$ cat src/rtl/inference_sequencer_pkg.sv
// Shared types and default widths for the inference sequencer and the core it drives.
package inference_sequencer_pkg;

  localparam int IN_W_DEF  = 48;
  localparam int OUT_W_DEF = 16;
  localparam int TAG_W_DEF = 8;
  localparam int CNT_W_DEF = 32;

  typedef enum logic [2:0] {
    ST_CRST,
    ST_IDLE,
    ST_START,
    ST_WAIT,
    ST_HOLD
  } seq_state_e;

endpackage

$ cat src/rtl/inference_sequencer.sv
// Runs one ap_ctrl_hs inference core a sample at a time: start/ready handshake, result
// capture, valid/ready output with the sample tag, and a watchdog that resets a hung core.
module inference_sequencer
  import inference_sequencer_pkg::*;
#(
  parameter int IN_W        = IN_W_DEF,
  parameter int OUT_W       = OUT_W_DEF,
  parameter int TAG_W       = TAG_W_DEF,
  parameter int TIMEOUT_CYC = 4096,
  parameter int RST_CYC     = 4,
  parameter int CNT_W       = CNT_W_DEF
) (
  input  logic             clk,
  input  logic             rst_n,
  input  logic [IN_W-1:0]  s_data,
  input  logic [TAG_W-1:0] s_tag,
  input  logic             s_valid,
  output logic             s_ready,
  output logic             core_rst,
  output logic             core_start,
  output logic [IN_W-1:0]  core_in,
  output logic             core_in_vld,
  input  logic             core_ready,
  input  logic             core_done,
  input  logic [OUT_W-1:0] core_out,
  input  logic             core_out_vld,
  output logic [OUT_W-1:0] m_data,
  output logic [TAG_W-1:0] m_tag,
  output logic             m_valid,
  input  logic             m_ready,
  output logic             busy,
  output logic             timeout_err,
  output logic [CNT_W-1:0] infer_cnt,
  output logic [CNT_W-1:0] timeout_cnt
);

  localparam int WD_W = (TIMEOUT_CYC > 1) ? $clog2(TIMEOUT_CYC) : 1;
  localparam int RC_W = $clog2(RST_CYC + 1);

  seq_state_e       state_q, state_d;
  logic [RC_W-1:0]  rst_cnt_q, rst_cnt_d;
  logic [WD_W-1:0]  wd_q, wd_d;
  logic [IN_W-1:0]  core_in_q, core_in_d;
  logic [TAG_W-1:0] tag_q, tag_d;
  logic [OUT_W-1:0] m_data_q, m_data_d;
  logic             seen_q, seen_d;
  logic             err_q, err_d;
  logic [CNT_W-1:0] infer_q, infer_d;
  logic [CNT_W-1:0] tmo_q, tmo_d;
  logic             active;
  logic             abort;

  assign active = (state_q == ST_START) || (state_q == ST_WAIT);

  always_comb begin
    state_d   = state_q;
    rst_cnt_d = rst_cnt_q;
    wd_d      = wd_q;
    core_in_d = core_in_q;
    tag_d     = tag_q;
    m_data_d  = m_data_q;
    seen_d    = seen_q;
    err_d     = err_q;
    infer_d   = infer_q;
    tmo_d     = tmo_q;
    abort     = 1'b0;

    case (state_q)
      ST_CRST: begin
        if (rst_cnt_q == RC_W'(RST_CYC - 1)) begin
          rst_cnt_d = '0;
          state_d   = ST_IDLE;
        end else begin
          rst_cnt_d = rst_cnt_q + RC_W'(1);
        end
      end
      ST_IDLE: begin
        if (s_valid) begin
          core_in_d = s_data;
          tag_d     = s_tag;
          seen_d    = 1'b0;
          wd_d      = '0;
          state_d   = ST_START;
        end
      end
      ST_START: begin
        if (core_ready) state_d = ST_WAIT;
      end
      ST_WAIT: begin
        if (core_done) begin
          if (seen_q || core_out_vld) begin
            if (infer_q != '1) infer_d = infer_q + CNT_W'(1);
            state_d = ST_HOLD;
          end else begin
            abort = 1'b1;
          end
        end
      end
      ST_HOLD: begin
        if (m_ready) state_d = ST_IDLE;
      end
      default: state_d = ST_CRST;
    endcase

    // Only the first result of an inference is kept; repeats from the core are ignored.
    if (active && core_out_vld && !seen_q) begin
      m_data_d = core_out;
      seen_d   = 1'b1;
    end

    if (active) begin
      wd_d = wd_q + WD_W'(1);
      if (wd_q == WD_W'(TIMEOUT_CYC - 1) && state_d != ST_HOLD) abort = 1'b1;
    end

    if (abort) begin
      err_d     = 1'b1;
      if (tmo_q != '1) tmo_d = tmo_q + CNT_W'(1);
      rst_cnt_d = '0;
      state_d   = ST_CRST;
    end
  end

  always_ff @(posedge clk) begin
    if (!rst_n) begin
      state_q   <= ST_CRST;
      rst_cnt_q <= '0;
      wd_q      <= '0;
      core_in_q <= '0;
      tag_q     <= '0;
      m_data_q  <= '0;
      seen_q    <= 1'b0;
      err_q     <= 1'b0;
      infer_q   <= '0;
      tmo_q     <= '0;
    end else begin
      state_q   <= state_d;
      rst_cnt_q <= rst_cnt_d;
      wd_q      <= wd_d;
      core_in_q <= core_in_d;
      tag_q     <= tag_d;
      m_data_q  <= m_data_d;
      seen_q    <= seen_d;
      err_q     <= err_d;
      infer_q   <= infer_d;
      tmo_q     <= tmo_d;
    end
  end

  assign s_ready     = (state_q == ST_IDLE);
  assign core_rst    = (state_q == ST_CRST);
  assign core_start  = (state_q == ST_START);
  assign core_in_vld = (state_q == ST_START);
  assign core_in     = core_in_q;
  assign m_valid     = (state_q == ST_HOLD);
  assign m_data      = m_data_q;
  assign m_tag       = tag_q;
  assign busy        = (state_q != ST_IDLE);
  assign timeout_err = err_q;
  assign infer_cnt   = infer_q;
  assign timeout_cnt = tmo_q;

endmodule

$ cat config.mk
export PLATFORM = sky130hd
export DESIGN_NAME = inference_sequencer
export DESIGN_NICKNAME = d
export VERILOG_FILES = /design/src/rtl/inference_sequencer_pkg.sv /design/src/rtl/inference_sequencer.sv
export SDC_FILE = /design/constraint.sdc
export NUM_CORES = 1
export LEC_CHECK = 0
export CORE_UTILIZATION = 42
export DETAILED_ROUTE_END_ITERATION = 7
export MAX_ROUTING_LAYER = met4
export PLACE_DENSITY = 0.86
export SYNTH_ARGS = -nofsm -noshare
export SYNTH_HDL_FRONTEND = slang
export SYNTH_SLANG_ARGS = --single-unit
$ cat constraint.sdc
create_clock -name clk -period 2.3 [get_ports clk]
set_input_delay 0.23 -clock clk [delete_from_list [all_inputs] [get_ports clk]]
set_output_delay 0.23 -clock clk [all_outputs]
set_load 0.005 [all_outputs]
# After elaboration in Yosys (flattened, before gate mapping)
# Cells that the tools add are included.
# word_totals
reg_bits	156
out_inout_bits	143
# classes
addsub	4
eq_ne	10
mux	19
bitwise_logic	1
n_reduce_logical	17
# ops
cell	n
adder 32 x 1 -> 32 bit (second input constant)	2
inequality test 32 bit (second input constant)	2
2-to-1 mux 12 bit	3
2-to-1 mux 3 bit	7
one-hot mux 3 bit (5 select lines)	1
adder 12 x 1 -> 12 bit (second input constant)	1
== test 12 bit (second input constant)	1
== test 3 x 2 -> 1 bit (second input constant)	3
2-to-1 mux 1 bit	8
AND reduction 2 bit	4
nonzero test 2 bit	4
AND reduction 4 bit	1
adder 3 x 1 -> 3 bit (second input constant)	1
== test 3 x 1 -> 1 bit (second input constant)	1
== test 3 bit (second input constant)	1
logical AND 1 bit	3
zero test 3 bit	1
inequality test 3 x 1 -> 1 bit (second input constant)	1
inequality test 3 bit (second input constant)	1
logical OR 1 bit	2
OR reduction 2 bit	1
zero test 1 bit	1
inverter 1 bit	1

# Logic depth before layout (Yosys ltp)
# Gate-level depths: netlist (run 1).
# logic_depth
word_depth	9
ltp_mapped	9
ltp_nobuf	6

# Least setup slack after synthesis (run 1)
# Ideal clock, no wire load.
# synth_timing
kind	register to register
startpoint	register infer_q[24] (netlist: infer_cnt[24])
endpoint	register infer_q[2] (netlist: infer_cnt[2])
setup_time_ns	0.115
t_arrival_ns	2.039
required_time_ns	2.185
path_slack_ns	0.146
path_stages_with_launch	9
n_path_buf	3
period_less_slack_ns	2.154
path_cell_list	dfxtp_1 > nand4_1 > or4b_1 > buf_2 > nor4_4 > buf_6 > buf_6 > nor3_1 > o21a_1
# synth_via
elab_chain_cells	2
# synth_rtl
item	line_no	text
start, declared	inference_sequencer.sv:48	logic [CNT_W-1:0] infer_q, infer_d;
start signal, assigned	inference_sequencer.sv:145	infer_q <= infer_d;
inequality test 32 bit	inference_sequencer.sv:92	if (infer_q != '1) infer_d = infer_q + CNT_W'(1);
AND reduction 4 bit (no line)	n/a	
# No other way between the ends.
# A chain may end at the register's enable or synchronous reset.

# Worst setup path in the final report (run 1)
# layout_timing
startpoint	register state_q[2]
endpoint	output core_start
# layout_via
elab_chain_cells	1
# layout_rtl
item	line_no	text
start, declared	inference_sequencer.sv:40	seq_state_e state_q, state_d;
start signal, assigned	inference_sequencer.sv:137	state_q <= state_d;
== test 3 x 2 -> 1 bit	inference_sequencer.sv:152	assign core_start = (state_q == ST_START);
end, declared	inference_sequencer.sv:20	output logic core_start,
# No other way between the ends.

==> flow_metrics.py, run 1 <==
metrics = {
    "run_status": {
        "status": "finished clean",
    },
    "synthesis": {
        "synth_area_per_cell_um2": 8.069,
        "yosys_warnings": 0,
        "ys_seq_elements": 156,
        "synth_fp_nets": 922,
        "synth-async-reset-ratio": 0,
        "syn_area_um2": 6770,
        "synth-main-ff-cell": "dfxtp_1",
        "syn_inst": 839,
        "synth_cell_type_count": 49,
        "synth.largest_area_cell": "dfxtp_1",
        "synth_top_area_share": 0.4613,
        "seq_area_frac_synth": 0.4613,
        "synth_area_leaders": "dfxtp_1 46%, nand2_1 11%, a21oi_1 8.9%",
        "synth_enable_flop_cells": 0,
    },
    "critical_path": {
        "regToRegEndpoint": "timeout_cnt[26]$_SDFFE_PN0P_",
        "cp-start-kind": "register",
        "required_ps": 2070,
        "rr_startpoint": "timeout_cnt[2]$_SDFFE_PN0P_",
        "crit_type": "register to primary output",
        "startpoint": "state_q[2]$_SDFF_PP0_",
        "r2r_cells": 5,
        "end_kind": "primary output",
        "rrSetupSlack_ps": 120,
        "cp.arrival_ps": 1970,
        "path_max_fanout": 8,
        "worstSetupEndpoint": "core_start",
    },
    "cells_and_area": {
        "nFillCells": 1306,
        "seq_area_um2": 3124,
        "drive_gt1_frac": 0.07628,
        "multi_input_area_um2": 3416,
        "final_util": 0.6305,
        "antennaDiodeCount": 0,
        "area.growth.synth_to_final_pct": 47.40,
        "nets": 1145,
    },
    "placed_design": {
        "place.gp.congestion": 0.8248,
        "io_buffer_count": 221,
        "pre_cts_slack_ps": 13.76,
        "hpwlAfterDp_mm": 13.93,
    },
    "clocking": {
        "clk_pin_slew_ps": 70,
        "holdBufCountCts": 0,
        "cts_made_buffers": 17,
        "worst_skew_pair.late_latency_ps": 420,
        "cts_num_sinks": 156,
        "cts.htree.levels": 4,
        "cts_tree": "done",
        "cts-resized-gates": 0,
        "clockRootBuffer": "clkbuf_16",
        "clock_path_buffers": 2,
        "post-cts-setup-buffers": 0,
    },
    "sta": {
        "min_period_ps": 2198,
        "min_period_over_period": 0.9555,
        "clock.fmax_ghz": 0.4550,
        "slew-limit-headroom": 0.5329,
        "fin_setup_tns_ps": 0,
        "tightest_slew_ps": 698.6,
        "fin_ws_ps": 102.3,
        "setup_violations": 0,
        "finalMaxSlewViolations": 0,
        "skew_ps": 10.05,
        "hold_ws_ps": 357.3,
        "hold_viol_final": 0,
        "rsz0062_at_grt": "no",
    },
    "die": {
        "die_area_um2": 16630,
        "io_pins": 222,
        "die_w_um": 129.0,
        "die_h_um": 129.0,
        "core_area_um2": 15830,
        "rows": 46,
        "start_util": 0.4277,
    },
    "global_routing": {
        "antenna_found_initial": 0,
        "grt_pass1_vias": 6397,
        "grt_max_degree": 95,
        "grt.total_usage": 0.2445,
        "grt_pass1_wl_mm": 31.09,
        "overflow": 0,
    },
    "run": {
        "drv_cap": 0,
    },
    "route": {
        "routed_via_density": 5.415,
        "drt_iter0_drc": 410,
        "drt-pass1-iter-count": 5,
        "wire_per_inst_um": 15.25,
        "drc_errors": 0,
        "routed_wirelength_mm": 19.69,
        "vias": 6991,
        "ant_nets": 0,
    },
    "power": {
        "p_leak_nw": 3.256,
        "power_mw": 6.130,
        "powerDensity_nw_per_um2": 614.2,
        "ir_worst_vdd_mv": 0.6038,
    },
    "hold_path": {
        "hold_class": "input pin to register",
    },
}
report_power, final:
group | switching (mW) | internal [mW] | leakage [nW]
clock | 1.24 | 1.57 | 0.293
sequential | 0.0357 | 2.76 | 1.26
combinational | 0.238 | 0.289 | 1.71
cells in the final DEF, fill, tap and decap left out, types with 4 or more instances in the layout:
cell,synthesis,final
and2_1,5,4
nor2_1,28,28
nand3_1,24,23
nand2b_1,18,18
and4_1,7,7
nor3_1,6,6
nor2b_1,4,4
a21oi_1,121,121
o21a_1,9,9
mux2i_1,15,15
nand4_1,23,23
buf_4,1,29
o21ai_1,6,6
nand2_1,203,202
clkbuf_16,0,17
or3_1,13,13
xor2_1,4,4
nor4_1,15,15
clkdlybuf4s50_1,0,221
inv_6,0,8
or4_1,31,31
buf_12,0,6
inv_1,7,7
dfxtp_1,156,155
o31ai_1,29,29
and3_1,9,9
ha_1,4,4
o21ai_0,13,13
layout make-up:
type	count	area share
flip-flops and latches	156	0.3131
repair buffers	256	0.2555
clock inverters	14	0.01479
inverters	8	0.003260
well taps	216	0.02708
multi-input cells	623	0.3423
clock buffers	18	0.04401
flip-flops by register name, summed over array words and instances, names as in the netlist:
| register | cells |
|---|---|
| core_in | 48 |
| infer_cnt | 32 |
| timeout_cnt | 32 |
| m_data | 16 |
| wd_q | 12 |
| m_tag | 8 |
| rst_cnt_q | 3 |
| state_q | 3 |
| seen_q | 1 |
| timeout_err | 1 |
cells in the mapped netlist, types with 3 or more instances:
library cell and instances:
nor2_1 28, nand4_1 23, and2_1 5, o31a_1 3, or4_1 31, nand3_1 24, nor3b_1 4, buf_1 3
xor2_1 4, o21a_1 9, a31oi_1 3, inv_1 7, a21oi_1 121, buf_2 7, and4_1 7, o31ai_1 29
ha_1 4, o21ai_0 13, mux2i_1 15, nor4_1 15, o21ai_1 6, nand2_1 203, nor2b_1 4, dfxtp_1 156
buf_6 3, nor3_1 6, nand2b_1 18, or3_1 13, clkbuf_1 38, and3_1 9
routing by layer:
layer / global-route usage / vias up / part of all wire
met5: - / - / 0
met4: 0.07958 / 0 / 0.018
met1: 0.2783 / 3282 / 0.42
li1: - / 3440 / -
met2: 0.4108 / 240 / 0.49
met3: 0.07152 / 29 / 0.072
worst min path at each step:
| stage | from | endpoint | cells after the start |
|---|---|---|---|
| 6_report | s_data[7] | core_in[7]$_SDFFE_PN0P_ | 3 |
| 3_3_place_gp | rst_cnt_q[2]$_SDFFE_PP0P_ | rst_cnt_q[2]$_SDFFE_PP0P_ | 2 |
| 5_1_grt | s_data[17] | core_in[17]$_SDFFE_PN0P_ | 3 |
| 3_5_place_dp | rst_cnt_q[2]$_SDFFE_PP0P_ | rst_cnt_q[2]$_SDFFE_PP0P_ | 2 |
| 4_1_cts | s_data[24] | core_in[24]$_SDFFE_PN0P_ | 3 |
| 2_1_floorplan | s_data[0] | core_in[0]$_SDFFE_PN0P_ | 2 |
logic make-up (layout without fill, tap and decap cells):
group	count (synthesis)	after routing	share of synthesized area
adder cells (fa/ha/maj)	4	4	0.007393
flip-flops	156	156	0.4613
AND/OR/NAND/NOR	402	402	0.2951
buffers and inverters	60	296	0.03844
XOR/XNOR	4	4	0.005174
multiplexers	17	17	0.02550
AO/OA/AOI/OAI	196	196	0.1671
critical path: stages, from the launching register on:
cell and delay (ps):
dfxtp_1 360, nand2b_1 190, buf_4 180, nor2_1 240
clkdlybuf4s50_1 590
through the flow:
stage	cell area (µm²)	std cells
2_1_floorplan	6770	839
3_3_place_gp	9387	1259
3_5_place_dp	9387	1259
4_1_cts	9973	1291
5_1_grt	9980	1291
6_report	9980	1291
Note: power is estimated with default switching activity, not from simulation.
==> run 2, diff against run 1 <==
--- a/config.mk
+++ b/config.mk
@@ -5,10 +5,10 @@
 export SDC_FILE = /design/constraint.sdc
 export NUM_CORES = 1
 export LEC_CHECK = 0
-export CORE_UTILIZATION = 42
+export CORE_UTILIZATION = 45
 export DETAILED_ROUTE_END_ITERATION = 7
 export MAX_ROUTING_LAYER = met4
-export PLACE_DENSITY = 0.86
+export PLACE_DENSITY = 0.88
 export SYNTH_ARGS = -nofsm -noshare
 export SYNTH_HDL_FRONTEND = slang
 export SYNTH_SLANG_ARGS = --single-unit
==> constraint.sdc (replaced) <==
create_clock -name clk -period 2.7 [get_ports clk]
set_input_delay 0.27 -clock clk [delete_from_list [all_inputs] [get_ports clk]]
set_output_delay 0.27 -clock clk [all_outputs]
set_load 0.005 [all_outputs]
==> run 2 against run 1 <==
  * Total power shrank 12%
  * Via count down 0.51%
  * Sequential share of layout area rose by 0.47 points
  * Global-route usage grew 0.79 points
  * Combinational power shrank 18%
  * Die area down 6.6%
  * Sequential power is 15% lower
  * Cell area fell by 1.5%
  * Non-clock buffer count is 14 lower
==> flow_metrics.py, run 2 (same netlist as run 1, synthesis figures left out) <==
metrics = {
    "sta": {
        "tightest_slew_ps": 744.0,
        "fin_setup_tns_ps": 0,
        "hold_viol_final": 0,
        "setup_violations": 0,
        "skew_ps": 7.874,
        "min_period_over_period": 0.8971,
        "min_period_ps": 2422,
        "clock.fmax_ghz": 0.4128,
        "finalMaxSlewViolations": 0,
        "rsz0062_at_grt": "no",
        "slew-limit-headroom": 0.5029,
    },
    "global_routing": {
        "overflow": 0,
        "grt_max_degree": 124,
        "grt_pass1_wl_mm": 30.98,
        "antenna_found_initial": 1,
        "grt_pass1_vias": 6441,
        "grt.total_usage": 0.2524,
    },
    "route": {
        "routed_wirelength_mm": 19.20,
        "wire_per_inst_um": 15.41,
        "drt_iter0_drc": 505,
        "routed_via_density": 5.582,
        "vias": 6955,
        "ant_nets": 0,
        "drc_errors": 0,
        "drt-pass1-iter-count": 5,
    },
    "run": {
        "drv_cap": 0,
    },
    "hold_path": {
        "hold_class": "input pin to register",
        "hold_path_depth": 3,
    },
    "power": {
        "powerDensity_nw_per_um2": 545.8,
        "ir_worst_vdd_mv": 0.3880,
        "power_mw": 5.364,
        "p_leak_nw": 3.176,
    },
    "placed_design": {
        "io_buffer_count": 221,
        "place.gp.congestion": 0.8373,
        "hpwlAfterDp_mm": 13.09,
    },
    "clocking": {
        "post-cts-setup-buffers": 0,
        "clk_pin_slew_ps": 60,
        "worst_skew_pair.late_latency_ps": 420,
        "holdBufCountCts": 0,
        "clock_path_buffers": 2,
        "cts-resized-gates": 0,
        "cts_tree": "done",
        "cts.htree.levels": 4,
        "cts_made_buffers": 17,
        "clockRootBuffer": "clkbuf_16",
        "cts_num_sinks": 156,
    },
    "critical_path": {
        "r2r_cells": 7,
        "required_ps": 2430,
        "path_max_fanout": 7,
        "end_kind": "primary output",
        "cp-start-kind": "register",
        "cp.arrival_ps": 2150,
        "crit_type": "register to primary output",
    },
    "run_status": {
        "status": "finished clean",
    },
    "cells_and_area": {
        "final_cell_mix": "221 x clkdlybuf4s50_1, 202 x nand2_1, 156 x dfxtp_1, 121 x a21oi_1, 31 x or4_1",
        "final_common_cell": "clkdlybuf4s50_1",
        "nets": 1131,
        "area.growth.synth_to_final_pct": 45.19,
        "drive_gt1_frac": 0.06126,
        "largest_reg_flops": 48,
        "nFillCells": 1117,
    },
    "die": {
        "start_util": 0.4641,
        "io_pins": 222,
        "rows": 44,
        "core_area_um2": 14590,
        "die_h_um": 124.7,
        "die_area_um2": 15540,
        "die_w_um": 124.7,
    },
}
[run 2: changes by cell type in the layout (fill, tap and decap cells not counted), moves of 2 or more]
cell,delta
buf_4,-10
inv_6,-8
inv_8,-3
clkinv_4,+5
buf_12,-4
clkinvlp_4,+2
bufinv_16,+3
[run 2: final timing paths]
path | start | endpoint | slack (ps)
worst min-delay path | s_data[1] | core_in[1]$_SDFFE_PN0P_ | 390
worst min register to register | rst_cnt_q[2]$_SDFFE_PP0P_ | rst_cnt_q[2]$_SDFFE_PP0P_ | 450
worst max register to register | wd_q[0]$_SDFFE_PN0P_ | timeout_cnt[8]$_SDFFE_PN0P_ | 320
worst max-delay path | state_q[0]$_SDFF_PP0_ | s_ready | 280
[run 2: through the flow]
stage          setup WS (ps)  std cells  hold slack, ps  utilization  instance area [µm²]
4_1_cts                259.0       1245           377.1       0.6736                 9827
2_1_floorplan          546.0        839           406.0            -                 6770
3_3_place_gp           342.8       1213           419.1       0.6300                 9191
6_report               277.8       1246           394.3       0.6738                 9829
5_1_grt                157.1       1246           385.6       0.6738                 9829
3_5_place_dp           275.6       1213           437.0       0.6300                 9191
[run 2: final cells by class]
| class | count | area, µm² | share of cell area |
|---|---|---|---|
| repair buffers | 242 | 2395 | 0.2436 |
| diodes | 1 | 2.502 | 0.0002546 |
| multi-input cells | 623 | 3411 | 0.3470 |
| well taps | 184 | 230.2 | 0.02342 |
| clock buffers | 19 | 442.9 | 0.04506 |
| clock inverters | 13 | 192.7 | 0.01960 |
| inverters | 8 | 32.53 | 0.003310 |
| flip-flops and latches | 156 | 3123 | 0.3177 |
[run 2: routing by layer]
| metal | routed length (µm) | share of wire | GRT usage |
|---|---|---|---|
| met1 | 7944 | 0.41 | 0.2956 |
| met2 | 9344 | 0.49 | 0.4105 |
| met3 | 1517 | 0.079 | 0.07560 |
| met4 | 395 | 0.021 | 0.08646 |
| met5 | 0 | 0 | - |
[run 2: critical path, cell delays in order, from the launching register on]
cell and delay [ps]:
dfxtp_1 430, nor3b_1 650, clkdlybuf4s50_1 650
[run 2: where the power goes]
part,internal [mW],leakage [nW],total (mW),switching [mW]
Combinational,0.238,1.62,0.432,0.194
Sequential,2.35,1.26,2.38,0.0298
Clock,1.58,0.303,2.55,0.974
